===== src/rtl/reg_bank_if.sv =====
// Register bank access bundle: one write port and two read ports.
interface reg_bank_if #(
  parameter int unsigned DATA_W = 32
);
  logic              RegWrite;
  logic [4:0]        WriteReg;
  logic [DATA_W-1:0] WriteData;
  logic [4:0]        ReadReg1;
  logic [4:0]        ReadReg2;
  logic [DATA_W-1:0] ReadData1;
  logic [DATA_W-1:0] ReadData2;

  modport master (
    output RegWrite, WriteReg, WriteData, ReadReg1, ReadReg2,
    input  ReadData1, ReadData2
  );

  modport slave (
    input  RegWrite, WriteReg, WriteData, ReadReg1, ReadReg2,
    output ReadData1, ReadData2
  );
endinterface


===== src/rtl/reg_bank.sv =====
// 32x32 MIPS register bank: $0 hardwired to zero, $sp preset on reset,
// registered reads with same-edge write-to-read bypass.
module reg_bank #(
  parameter int unsigned       DATA_W  = 32,
  parameter logic [DATA_W-1:0] SP_INIT = 227
) (
  input  logic        clk,
  input  logic        reset,
  reg_bank_if.slave   bus
);

  localparam logic [4:0] SpIdx = 5'd29;

  logic [DATA_W-1:0] regs_q [1:31];
  logic [DATA_W-1:0] rd1_q, rd1_d;
  logic [DATA_W-1:0] rd2_q, rd2_d;
  logic              wr_en;

  assign wr_en = bus.RegWrite && (bus.WriteReg != 5'd0);

  // Pending write data takes priority over the stored value.
  function automatic logic [DATA_W-1:0] read_port(input logic [4:0] idx);
    logic [DATA_W-1:0] val;
    val = '0;
    if (idx == 5'd0) begin
      val = '0;
    end else if (wr_en && (bus.WriteReg == idx)) begin
      val = bus.WriteData;
    end else begin
      val = regs_q[idx];
    end
    return val;
  endfunction

  always_comb begin
    rd1_d = read_port(bus.ReadReg1);
    rd2_d = read_port(bus.ReadReg2);
  end

  always_ff @(posedge clk or negedge reset) begin
    if (!reset) begin
      for (int i = 1; i < 32; i++) begin
        regs_q[i] <= (i == int'(SpIdx)) ? SP_INIT : '0;
      end
      rd1_q <= '0;
      rd2_q <= '0;
    end else begin
      if (wr_en) begin
        regs_q[bus.WriteReg] <= bus.WriteData;
      end
      rd1_q <= rd1_d;
      rd2_q <= rd2_d;
    end
  end

  assign bus.ReadData1 = rd1_q;
  assign bus.ReadData2 = rd2_q;

endmodule


===== src/flat_wrapper.sv =====
// flat-port wrapper written by rule: the top's interface ports become plain ports
module reg_bank_flat 
#(
  parameter int unsigned       DATA_W  = 32,
  parameter logic [DATA_W-1:0] SP_INIT = 227
)
  (clk, reset, bus_RegWrite, bus_WriteReg, bus_WriteData, bus_ReadReg1, bus_ReadReg2, bus_ReadData1, bus_ReadData2);
  reg_bank_if #(.DATA_W(DATA_W)) bus_i ();
  input  logic clk;
  input  logic reset;
  input wire logic [$bits(bus_i.RegWrite)-1:0] bus_RegWrite;
  input wire logic [$bits(bus_i.WriteReg)-1:0] bus_WriteReg;
  input wire logic [$bits(bus_i.WriteData)-1:0] bus_WriteData;
  input wire logic [$bits(bus_i.ReadReg1)-1:0] bus_ReadReg1;
  input wire logic [$bits(bus_i.ReadReg2)-1:0] bus_ReadReg2;
  output wire logic [$bits(bus_i.ReadData1)-1:0] bus_ReadData1;
  output wire logic [$bits(bus_i.ReadData2)-1:0] bus_ReadData2;
  assign bus_i.RegWrite = bus_RegWrite;
  assign bus_i.WriteReg = bus_WriteReg;
  assign bus_i.WriteData = bus_WriteData;
  assign bus_i.ReadReg1 = bus_ReadReg1;
  assign bus_i.ReadReg2 = bus_ReadReg2;
  assign bus_ReadData1 = bus_i.ReadData1;
  assign bus_ReadData2 = bus_i.ReadData2;
  reg_bank #(.DATA_W(DATA_W), .SP_INIT(SP_INIT)) u_core (.clk(clk), .reset(reset), .bus(bus_i));
endmodule

===== config.mk =====
export PLATFORM = sky130hd
export DESIGN_NAME = reg_bank_flat
export DESIGN_NICKNAME = d
export VERILOG_FILES = /design/src/rtl/reg_bank_if.sv /design/src/rtl/reg_bank.sv /design/src/flat_wrapper.sv
export SDC_FILE = /design/constraint.sdc
export NUM_CORES = 2
export LEC_CHECK = 0
export ABC_AREA = 1
export BUFFER_PORTS_ARGS = -buffer_cell sky130_fd_sc_hd__buf_4
export CORE_UTILIZATION = 30
export CTS_CLUSTER_DIAMETER = 80
export CTS_CLUSTER_SIZE = 12
export DETAILED_ROUTE_END_ITERATION = 12
export PLACE_DENSITY = 0.47
export SLEW_MARGIN = 5
export SYNTH_ARGS = -nofsm -noshare
export SYNTH_HDL_FRONTEND = slang
export SYNTH_SLANG_ARGS = --single-unit

===== constraint.sdc =====
create_clock -name clk -period 1.3 [get_ports clk]
set_input_delay 0 -clock clk [delete_from_list [all_inputs] [get_ports clk]]
set_output_delay 0 -clock clk [all_outputs]
set_load 0.05 [all_outputs]

Yosys cells after proc, flatten, opt, wreduce, memory -nomap -nowiden --
Cells that the tools add are included.
Word-level totals: output and inout port bits 64, flip-flop bits (word level) 1056, input port bits 50, word-level logic and storage cells 62
Operators by class: equal/unequal tests 2, reduce and logical (&&, ||, !) cells 7, bitwise operators 3, magnitude comparators 4, muxes and demuxes 13
Operators by type and width (count):
- $bwmux W992 | 1
- $bmux W32 S5 | 2
- $mux W32 | 9
- $demux W32 S5 | 1
- $ge A6 B6 Y1 const B | 3
- $not A5 Y6 | 3
- $eq A5 B5 Y1 | 2
- $logic_not A5 Y1 | 2
- $lt A6 B1 Y1 const B | 1
- $reduce_bool A5 Y1 | 1
- $logic_and A1 B1 Y1 | 4

Logic depth before layout (Yosys ltp) --
depth in word-level cells 6, mapped depth 12, mapped depth without buffers 9

Worst setup path after synthesis --
Ideal clock, no wire load.
kind input -> register, start point input bus_ReadReg2[0], end point register u_core.rd2_q[22] (netlist: u_core.bus.ReadData2[22]), setup slack -0.026 ns, data arrival time 1.208 ns, setup time 0.118 ns, buffers on the path 4, data required time 1.182 ns, cell stages on the path 11, path through buf_2 > buf_2 > buf_2 > buf_1 > nand2_1 > nand3_1 > nand3_1 > nand3_1 > nand3_1 > nand3_1 > nand2_1
On the way: longest elaborated chain between the ends 6, elaborated cells between the ends (all ways) 9, classes of those cells eq/ne (1); mux (5); bitwise (1); reduce/logical (2)
Ends and longest elaborated chain:
- start: declaration | line flat_wrapper.sv:15 | input wire logic [$bits(bus_i.ReadReg2)-1:0] bus_ReadReg2;
- $not A5 Y6 (implied by the code) | line reg_bank.sv:30 | val = regs_q[idx];
- $bmux W32 S5 | line reg_bank.sv:30
- $mux W32 (implied by the code) (2 in a row) | line reg_bank.sv:30
- $mux W32 | line reg_bank.sv:27 | end else if (wr_en && (bus.WriteReg == idx)) begin
- $mux W32 * | line reg_bank.sv:25 | if (idx == 5'd0) begin
- via u_core.rd2_d[22] | line reg_bank.sv:16 | logic [DATA_W-1:0] rd2_q, rd2_d;
- end signal: assignment | line reg_bank.sv:52 | rd2_q <= rd2_d;
- end: declaration | line reg_bank.sv:16
The timed path passes the listed nets; every way through them passes the cells marked *. The select of a mux whose other input is x is not followed. A chain may end at the register's enable or synchronous reset.

Worst setup path after layout --
start point register u_core.rd1_q[1] (netlist: u_core.bus.ReadData1[1]), end point output bus_ReadData1[1]
RTL lines:
- start: declaration | line reg_bank.sv:15 | logic [DATA_W-1:0] rd1_q, rd1_d;
- start signal: assignment | line reg_bank.sv:51 | rd1_q <= rd1_d;
- end: declaration | line flat_wrapper.sv:16 | output wire logic [$bits(bus_i.ReadData1)-1:0] bus_ReadData1;
No word-level cell between the ends.

==> flow_summary.toml <==
[floorplanning]
fp.dieH_um = 449
core_um2 = 198000
die_x_um = 449
dieArea_um2 = 202000
rows = 163
start_util_pct = 30.3
io_pins = 114

[sta]
hold_slack_ns = -0.0774
final_max_slew_viol_count = 0
max_freq_mhz = 654
fin_ws_ns = -0.228
period_needed_ns = 1.53
hold_violations = 1
skew_ns = 0.0360
setup_violations = 67
final.setup.tns_ns = -6.44
rsz0062_at_grt = "yes"
tightest_slew_ns = 0.628
timing.final.crit_share_pct = 118
relSlewSlack_pct = 58.2

[placement]
post-place-ws_ns = -0.439
port-buffer-count = 113
place_area_um2 = 71100
gp_congestion = 0.894
hpwl_mm = 186

[outcome]
status = "finished with violations"
violations = "negative hold slack, negative setup slack"

[synthesis]
yosysSeqAreaShare_pct = 44.0
syn_inst = 8888
syn-num-nets = 8938
synth_cell_type_count = 24
yosysWarnings = 0
synth_area_um2 = 60000
ys_ff_latch = 1056
syn_avg_cell_area_um2 = 6.75

[cells_and_area]
multiInputGateArea_um2 = 27800
layout.nets = 9341
drive_above_1_share_pct = 15.4
design_area_um2 = 76100
seq_area_um2 = 26500
area_growth_pct = 26.8
fillers = 20700

[clock_network]
clock_path_buffers = 3
clock_sinks = 1056
htreeDepth = 3
cts.clk_slew.worst_paths_ns = 0.07
numCtsBuffers = 105
holdBufCountCts = 50
worstSkewPairLatency_ns = 0.78
cts-root-buf = "clkbuf_16"
cts_tree = "done"

[route]
wl_per_cell_um = 23.8
wl_mm = 286
vias = 63300
drc_errors = 0
drt_first_pass_iters = 7
viasPerCell = 5.28
drt_iter0_drc = 7338
antenna_left = 0

[critical_path]
reg2reg_slack_ns = 0.03
endpoint_kind = "output port"
rr_endpoint = "u_core.bus.ReadData1[4]"
timing.rr.start = "u_core.regs_q[68]"
path_max_fanout = 1
path_class = "flip-flop to output port"
rr_worst_depth = 9
cp_cell_sequence = "buf_8"
crit_buf_inv = 1
slowest_stage = "dfrtp_2"
cp-start-kind = "flip-flop"
cp.arrival_ns = 1.53
cp_top_family = "flip-flops"
max_stage_delay_ns = 0.55
worstPathRequired_ns = 1.30

[min_path]
holdCritPathClass = "input port to flip-flop"
min_path_cells = 5
hp-start = "bus_WriteReg[4]"
hold_end = "u_core.regs_q[991]"

[pwr]
ir_drop_uv = 1030
power_density_nw_per_um2 = 1320
leakagePower_nw = 38.2

[grt]
antenna_found_initial = 12
first_global_vias = 60900
grtUsageTotal_pct = 27.7
grt_max_degree = 96
grt-ovfl-total = 0
grt_pass1_wl_mm = 418

[flow_run]
cap_violations = 0
placed cells by master, fill, tap and decap left out, drive strengths merged:
cell and n:
clkinvlp 2, nand4 1, o21ai 992, dlygate4sd3 44, diode 4, dfstp 5, nor4 1, a21oi 1
bufinv 2, buf 971, dlymetal6s4s 2, inv 1020, nand2 3130, nand3 1943, nor3 12, clkbuf 135
dfrtp 1051, clkinv 13, nor2 8, xnor2 3, xor2 4
per-layer routing:
layer	GRT usage, %	up-vias	wire (um)
li1	-	28900	-
met2	44.8	2986	131000
met3	3.64	613	21500
met1	36.9	30800	120000
met5	0	-	26
met4	12.3	4	13000
cells by family after synthesis:
group	Yosys count	synth area share (%)
xor gates and xnor gates	7	0.102
DFF	1056	44.0
AOI/OAI and AO/OA	993	8.28
and+or+nand+nor	5095	36.3
buffers and inverters	1737	11.3
worst max path at each step:
stage | from | to | slack, ns | depth (start not counted)
2_1_floorplan | bus_WriteReg[2] | u_core.regs_q[767] | 0.007 | 10
3_3_place_gp | bus_ReadReg1[1] | u_core.bus.ReadData1[30] | -0.51 | 11
3_5_place_dp | bus_ReadReg1[1] | u_core.bus.ReadData1[25] | -0.44 | 11
4_1_cts | u_core.bus.ReadData2[2] | bus_ReadData2[2] | -0.30 | 1
5_1_grt | u_core.bus.ReadData2[2] | bus_ReadData2[2] | -0.25 | 1
6_report | u_core.bus.ReadData1[1] | bus_ReadData1[1] | -0.23 | 1
cell type report:
type	count	share of cell area (%)
sequential	1056	34.8
tap	2640	4.34
clock inverter	22	0.306
timing repair buffer	1018	15.2
inverter	1015	5.07
antenna	4	0.0131
multi-input combinational	6095	36.6
clock buffer	134	3.70
state kept, by name, summed over array words and instances, names as in the netlist:
signal,cells
u_core.bus.ReadData1,32
u_core.bus.ReadData2,32
u_core.regs_q,992
stage by stage:
| stage | hold slack (ns) | power (mW) | cells | utilization (%) |
|---|---|---|---|---|
| after floorplan | -0.296 | 58.0 | 8888 | - |
| after global placement | -0.0815 | 69.1 | 11800 | 35.9 |
| after detailed placement | -0.0792 | 69.6 | 11800 | 35.9 |
| after CTS | -0.121 | 100 | 12000 | 37.9 |
| after global routing | -0.0825 | 106 | 12000 | 38.4 |
| final | -0.0774 | 100 | 12000 | 38.4 |
synth_stat cells:
master / number / area (um^2)
inv_2: 13 / 48.8
o21ai_1: 57 / 285
nor3_4: 3 / 48.8
xnor2_1: 3 / 26.3
clkinv_1: 1 / 3.75
nor3_1: 1 / 5.00
nor4_4: 1 / 21.3
nand3_1: 1943 / 9720
buf_1: 103 / 387
dfstp_2: 5 / 131
nand4_1: 1 / 6.26
dfrtp_1: 1051 / 26300
nand2_1: 3103 / 11600
nor3_2: 8 / 80.1
nand2_2: 27 / 169
inv_1: 1001 / 3760
clkbuf_1: 417 / 1570
nor2_4: 4 / 45.0
o21ai_0: 935 / 4680
nor2_1: 4 / 15.0
xor2_1: 4 / 35.0
a21oi_1: 1 / 5.00
buf_4: 14 / 105
buf_2: 188 / 941
what timing repair did:
| item | in CTS | in global routing |
|---|---|---|
| setup endpoints to repair | 77 | 734 |
| setup buffers | 0 | 28 |
| pin swaps | 3 | 88 |
| resized for setup | 124 | 239 |
| cloned | 0 | 1 |
| hold endpoints to repair | 2098 | 1 |
power breakdown:
part / total, mW / internal, mW / leakage [nW] / switching, mW
sequential: 42.7 / 39.1 / 13.3 / 3.57
combinational: 27.7 / 10.9 / 23.4 / 16.8
clock: 30.0 / 15.5 / 1.49 / 14.5
total: 100 / 65.6 / 38.2 / 34.9
No activity file was read; power rests on OpenSTA's default activity.
